<file path="config.mk">
export PLATFORM = sky130hd
export DESIGN_NAME = direction_validator_flat
export DESIGN_NICKNAME = d
export VERILOG_FILES = /design/src/rtl/direction_validator_if.sv /design/src/rtl/direction_validator.sv /design/src/flat_wrapper.sv
export SDC_FILE = /design/constraint.sdc
export NUM_CORES = 1
export LEC_CHECK = 0
export CAP_MARGIN = 40
export CELL_PAD_IN_SITES_DETAIL_PLACEMENT = 1
export CELL_PAD_IN_SITES_GLOBAL_PLACEMENT = 1
export CORE_MARGIN = 3
export CORE_UTILIZATION = 46
export DETAILED_ROUTE_END_ITERATION = 8
export PLACE_DENSITY = 0.89
export SLEW_MARGIN = 20
export SYNTH_ARGS = -nofsm -noshare
export SYNTH_HDL_FRONTEND = slang
export SYNTH_SLANG_ARGS = --single-unit
</file>
<file path="constraint.sdc">
create_clock -name clock -period 5.9 [get_ports clock]
set_clock_uncertainty 0.15 [all_clocks]
set_input_delay 1.475 -clock clock [delete_from_list [all_inputs] [get_ports clock]]
set_output_delay 1.475 -clock clock [all_outputs]
set_load 0.005 [all_outputs]
</file>
<file path="src/rtl/direction_validator_if.sv">
// Board memory port between the direction walker (master) and the board RAM (slave).
interface direction_validator_if;
    logic [6:0] mem_addr_o;
    logic [1:0] mem_data_i;
    logic       mem_we_o;
    logic [1:0] mem_wdata_o;

    modport master (
        output mem_addr_o,
        output mem_we_o,
        output mem_wdata_o,
        input  mem_data_i
    );

    modport slave (
        input  mem_addr_o,
        input  mem_we_o,
        input  mem_wdata_o,
        output mem_data_i
    );
endinterface

</file>
<file path="src/rtl/direction_validator.sv">
// Walks one direction from a candidate move and reports whether it brackets opponent pieces.
// Optional run flipping on success is built only when VALI_FLIP_EN is defined.
module direction_validator #(
    parameter int BOARD_CELLS = 100,
    parameter int MAX_RUN     = 8
) (
    input  logic                 clock,
    input  logic                 reset,
    input  logic                 ld,
    input  logic                 enable,
    input  logic [4:0]           step_in,
    input  logic [6:0]           e_addr_in,
    input  logic [1:0]           player_in,
    input  logic                 flip_in,
    direction_validator_if.master mem,
    output logic                 s_done_o,
    output logic                 dir_status_o
);

`ifdef VALI_FLIP_EN
    localparam bit FLIP_BUILT = 1'b1;
`else
    localparam bit FLIP_BUILT = 1'b0;
`endif
    localparam int NW = $clog2(MAX_RUN + 1);

    typedef enum logic [2:0] {IDLE, RD, CHK, FLIP, DONE} state_t;
    state_t state, state_nxt;

    logic [4:0]        step_r;
    logic [6:0]        origin_r;
    logic [1:0]        player_r;
    logic              flip_r;
    logic [NW-1:0]     n;
    logic signed [8:0] cur;

    logic [4:0]        step_eff;
    logic [6:0]        origin_eff;
    logic signed [8:0] step_x, start_cur, next_cur, back_cur;
    logic [1:0]        opponent;
    logic              run_full, hit_opp, hit_own;

    function automatic logic in_range(input logic signed [8:0] a);
        return (int'(a) >= 0) && (int'(a) < BOARD_CELLS);
    endfunction

    // A start in the same cycle as ld walks from the freshly presented values.
    always_comb begin
        step_eff   = ld ? step_in : step_r;
        origin_eff = ld ? e_addr_in : origin_r;
        start_cur  = $signed({2'b00, origin_eff}) + $signed({{4{step_eff[4]}}, step_eff});
        step_x     = $signed({{4{step_r[4]}}, step_r});
        next_cur   = cur + step_x;
        back_cur   = cur - step_x;
        opponent   = {player_r[0], player_r[1]};
        run_full   = (int'(n) + 1 >= MAX_RUN);
        hit_opp    = (mem.mem_data_i == opponent);
        hit_own    = (mem.mem_data_i == player_r);
    end

    always_ff @(posedge clock) begin
        if (!reset) state <= IDLE;
        else        state <= state_nxt;
    end

    always_comb begin
        state_nxt = state;
        case (state)
            IDLE, DONE: begin
                if (enable)              state_nxt = in_range(start_cur) ? RD : DONE;
                else if (state == DONE)  state_nxt = IDLE;
            end
            RD:  state_nxt = CHK;
            CHK: begin
                if (hit_opp)
                    state_nxt = (run_full || !in_range(next_cur)) ? DONE : RD;
                else if (hit_own && (n != '0) && flip_r && FLIP_BUILT)
                    state_nxt = FLIP;
                else
                    state_nxt = DONE;
            end
            FLIP: if (n == NW'(1)) state_nxt = DONE;
            default: state_nxt = IDLE;
        endcase
    end

    // On success cur steps back onto the last opponent cell so FLIP can retrace the run.
    always_ff @(posedge clock) begin
        if (!reset) begin
            step_r       <= '0;
            origin_r     <= '0;
            player_r     <= '0;
            flip_r       <= 1'b0;
            n            <= '0;
            cur          <= '0;
            dir_status_o <= 1'b0;
        end else begin
            case (state)
                IDLE, DONE: begin
                    if (ld) begin
                        step_r   <= step_in;
                        origin_r <= e_addr_in;
                        player_r <= player_in;
                        flip_r   <= flip_in;
                    end
                    if (enable) begin
                        n            <= '0;
                        dir_status_o <= 1'b0;
                        cur          <= start_cur;
                    end
                end
                CHK: begin
                    if (hit_opp) begin
                        n   <= n + 1'b1;
                        cur <= next_cur;
                    end else if (hit_own) begin
                        dir_status_o <= (n != '0);
                        cur          <= back_cur;
                    end
                end
                FLIP: begin
                    n   <= n - 1'b1;
                    cur <= back_cur;
                end
                default: ;
            endcase
        end
    end

    always_comb begin
        s_done_o        = (state == DONE);
        mem.mem_addr_o  = '0;
        mem.mem_we_o    = 1'b0;
        mem.mem_wdata_o = '0;
        if (state == RD || state == FLIP) mem.mem_addr_o = cur[6:0];
`ifdef VALI_FLIP_EN
        if (state == FLIP) begin
            mem.mem_we_o    = 1'b1;
            mem.mem_wdata_o = player_r;
        end
`endif
    end

endmodule

</file>
<file path="src/flat_wrapper.sv">
// flat-port wrapper written by rule: the top's interface ports become plain ports
module direction_validator_flat 
#(
    parameter int BOARD_CELLS = 100,
    parameter int MAX_RUN     = 8
)
  (clock, reset, ld, enable, step_in, e_addr_in, player_in, flip_in, s_done_o, dir_status_o, mem_mem_addr_o, mem_mem_we_o, mem_mem_wdata_o, mem_mem_data_i);
  direction_validator_if mem_i ();
  input  logic clock;
  input  logic reset;
  input  logic ld;
  input  logic enable;
  input  logic [4:0] step_in;
  input  logic [6:0] e_addr_in;
  input  logic [1:0] player_in;
  input  logic flip_in;
  output logic s_done_o;
  output logic dir_status_o;
  output wire logic [$bits(mem_i.mem_addr_o)-1:0] mem_mem_addr_o;
  output wire logic [$bits(mem_i.mem_we_o)-1:0] mem_mem_we_o;
  output wire logic [$bits(mem_i.mem_wdata_o)-1:0] mem_mem_wdata_o;
  input wire logic [$bits(mem_i.mem_data_i)-1:0] mem_mem_data_i;
  assign mem_mem_addr_o = mem_i.mem_addr_o;
  assign mem_mem_we_o = mem_i.mem_we_o;
  assign mem_mem_wdata_o = mem_i.mem_wdata_o;
  assign mem_i.mem_data_i = mem_mem_data_i;
  direction_validator #(.BOARD_CELLS(BOARD_CELLS), .MAX_RUN(MAX_RUN)) u_core (.clock(clock), .reset(reset), .ld(ld), .enable(enable), .step_in(step_in), .e_addr_in(e_addr_in), .player_in(player_in), .flip_in(flip_in), .mem(mem_i), .s_done_o(s_done_o), .dir_status_o(dir_status_o));
endmodule
</file>
==> results.ini <==
[run]
cap_violations=0

[die]
die_w_um=88.7
num_io_pins=33
die-area_um2=7870
row_count=29
core_um2=6490
initial_utilization_pct=48.5
die_height_um=88.7

[clock_network]
clockBufferDepth=2
hold_buffers=0
cts_resized=0
cts_tree=yes
insertion_delay_ps=290
cts_buffers=5
cts_htree_levels=2
clk_pin_slew_ps=70
clock-sinks=31
clockRootBuffer=clkbuf_8
post_cts_buffers=0

[cells_and_area]
instances_no_fill=493
nFillCells=811
layout.nets=468
synthToLayoutAreaGrowth_pct=11.9
layout_common_cells=nand2_1 (49), a21oi_1 (32), dfxtp_1 (31)
n_antenna_cell=0
final_common_cell=nand2_1
multi_input_area_um2=2280
regArea_um2=621
final_cell_area_um2=3520
drive_above_1_share_pct=9.13

[setup_path]
cp-start-kind=input pin
r2r_setup_slack_ps=2410
cp_data_arrival_time_ps=5070
reg2reg_from=u_core.step_r[4]
critical_path_class=input pin to flip-flop
crit_path_max_fanout=17
crit_required_ps=5930
cp-end-kind=flip-flop
cp-startpoint=ld

[timing]
slew_viol_final=0
fin_crit_sh_pct=85.6
fmax_mhz=198
hold_violations=0
slew_headroom_pct=46.9
fin_crit_ps=5050
rsz0062_at_grt=false
setup_violations=0
setup_tns_ps=0
tightest_slew_ps=796

[power_and_ir_drop]
p_sw_mw=0.321
p_comb_share_pct=43.3
seqPwrFrac_pct=32.0
ir_drop_mv=0.127
power.density_nw_per_um2=227
power_leakage_nw=1.39
fin_total_pwr_mw=0.798
intPower_mw=0.477
pwr-share-clk_pct=24.7
switching_share_pct=40.2

[drt]
post_drt_wl_per_cell_um=19.1
num_vias=3024
drt-vias-per-instance=6.13
drtIter0Drc=162
drc=0
drtPass1Iterations=4
ant_nets=0
wl_um=9430

[grt]
grt_start_max_net_pins=21
grt_pass1_wl_um=15200
grt_pass1_vias=3051
gr-total-overflow=0
grt_usage_pct=24.8
antenna_found_initial=0

[synth]
synth_warnings=0
synthArstFlopShare_pct=0
synth_top_area_cell=dfxtp_1
syn_area_per_cell_um2=7.83
synth.area.top_cells=dfxtp_1 (20%), ha_1 (12%), nand2_1 (5.8%)
ys_types=71
postSynthCellCount=402
synth_area_um2=3150
synth_edf_count=0
netlist.area_leader.share_pct=19.7
synth_top_flop_cell=dfxtp_1
ys_seq_elements=31
ys_seq_area_share_pct=19.7

[placement]
port_buffers=28
dp_hpwl_um=7030
placed_cell_area_um2=3410
place_congestion=0.870
dpl.cell_count=484

[worst_hold_path]
hold_path_class=flip-flop to flip-flop
min-delay-start=u_core.origin_r[1]

[status]
status=finished clean

## cell families (layout without fill, tap and decap cells)
kind of cell,Yosys count,after routing,synth area share (%)
AO/OA/AOI/OAI,109,109,24.2
flip-flops,31,31,19.7
adder cells (fa/ha/maj),32,32,13.4
XOR/XNOR,21,21,7.03
AND/OR/NAND/NOR,141,141,22.7
multiplexers,14,14,4.73
buffers and inverters,53,65,8.10
other,1,3,0.119
## cell usage after synthesis (2+ instances only)
library cell / count
a311oi_1: 4
xnor2_1: 17
inv_1: 25
a21o_1: 3
buf_6: 3
nor2_1: 26
a21oi_2: 2
a2111oi_0: 3
a221o_1: 2
nand2b_1: 6
o221ai_1: 2
and2_1: 8
nor4_1: 2
o211ai_1: 4
clkbuf_1: 7
o21ai_1: 4
a31oi_1: 6
mux2_2: 7
fa_1: 3
nand2_1: 49
buf_4: 6
buf_1: 2
a211oi_1: 9
buf_2: 8
xor2_1: 2
a211o_1: 2
o21ai_0: 15
a32oi_1: 2
xor2_4: 2
o31a_1: 2
dfxtp_1: 31
ha_1: 29
a211oi_2: 2
or3_1: 6
nand4_1: 3
nand3_1: 11
mux2i_1: 7
nor2b_1: 5
nor3_1: 8
o21a_1: 3
and3_1: 3
a21oi_1: 32
## path summary, 6_finish.rpt
| kind | endpoint | depth (start not counted) |
|---|---|---|
| worst min-delay path | u_core.origin_r[1] | 2 |
| worst max-delay path | u_core.state[2] | 13 |
| worst min register to register | u_core.origin_r[1] | 2 |
| worst max register to register | u_core.state[2] | 12 |
## layout make-up
type | count | area share, %
tap | 77 | 2.73
sequential | 31 | 17.6
clock buffer | 8 | 2.84
multi-input combinational | 320 | 64.7
inverter | 27 | 2.91
timing repair buffer | 30 | 9.16
## routing by layer
layer | up-vias | routed length [um] | global-route usage, %
li1 | 1444 | - | -
met3 | 17 | 424 | 3.26
met4 | 0 | 174 | 8.24
met5 | - | 0 | 0
met2 | 83 | 4650 | 41.7
met1 | 1480 | 4180 | 32.5
## metrics by stage
stage	setup slack, ps	util, %	hold slack [ps]
floorplan	1470	-	284
global route	644	54.2	332
finish	852	54.2	310
global placement	840	52.1	290
detailed placement	690	52.5	301
CTS	888	54.0	311
## sequential cells by signal, summed over array words and instances, names as in the netlist
name and cells:
u_core.origin_r 7, u_core.dir_status_o 1, u_core.state 3, u_core.cur 9, u_core.player_r 2, u_core.n 4, u_core.step_r 5
## power groups by stage
stage	clock network, mW	logic, mW	registers (mW)
floorplan	0	0.261	0.247
global route	0.205	0.382	0.259
detailed placement	0	0.334	0.260
finish	0.197	0.346	0.256
global placement	0	0.315	0.259
CTS	0.198	0.340	0.255
## critical path, stage by stage
cell and delay [ps]:
clkdlybuf4s50_1 930, mux2_2 290, ha_1 170, inv_1 70
fa_1 400, nor2b_1 180, o31a_1 210, o221ai_1 160
xnor2_1 420, inv_1 110, ha_1 240, o21a_1 200
nor4_1 230
No activity file was read; power rests on OpenSTA's default activity.
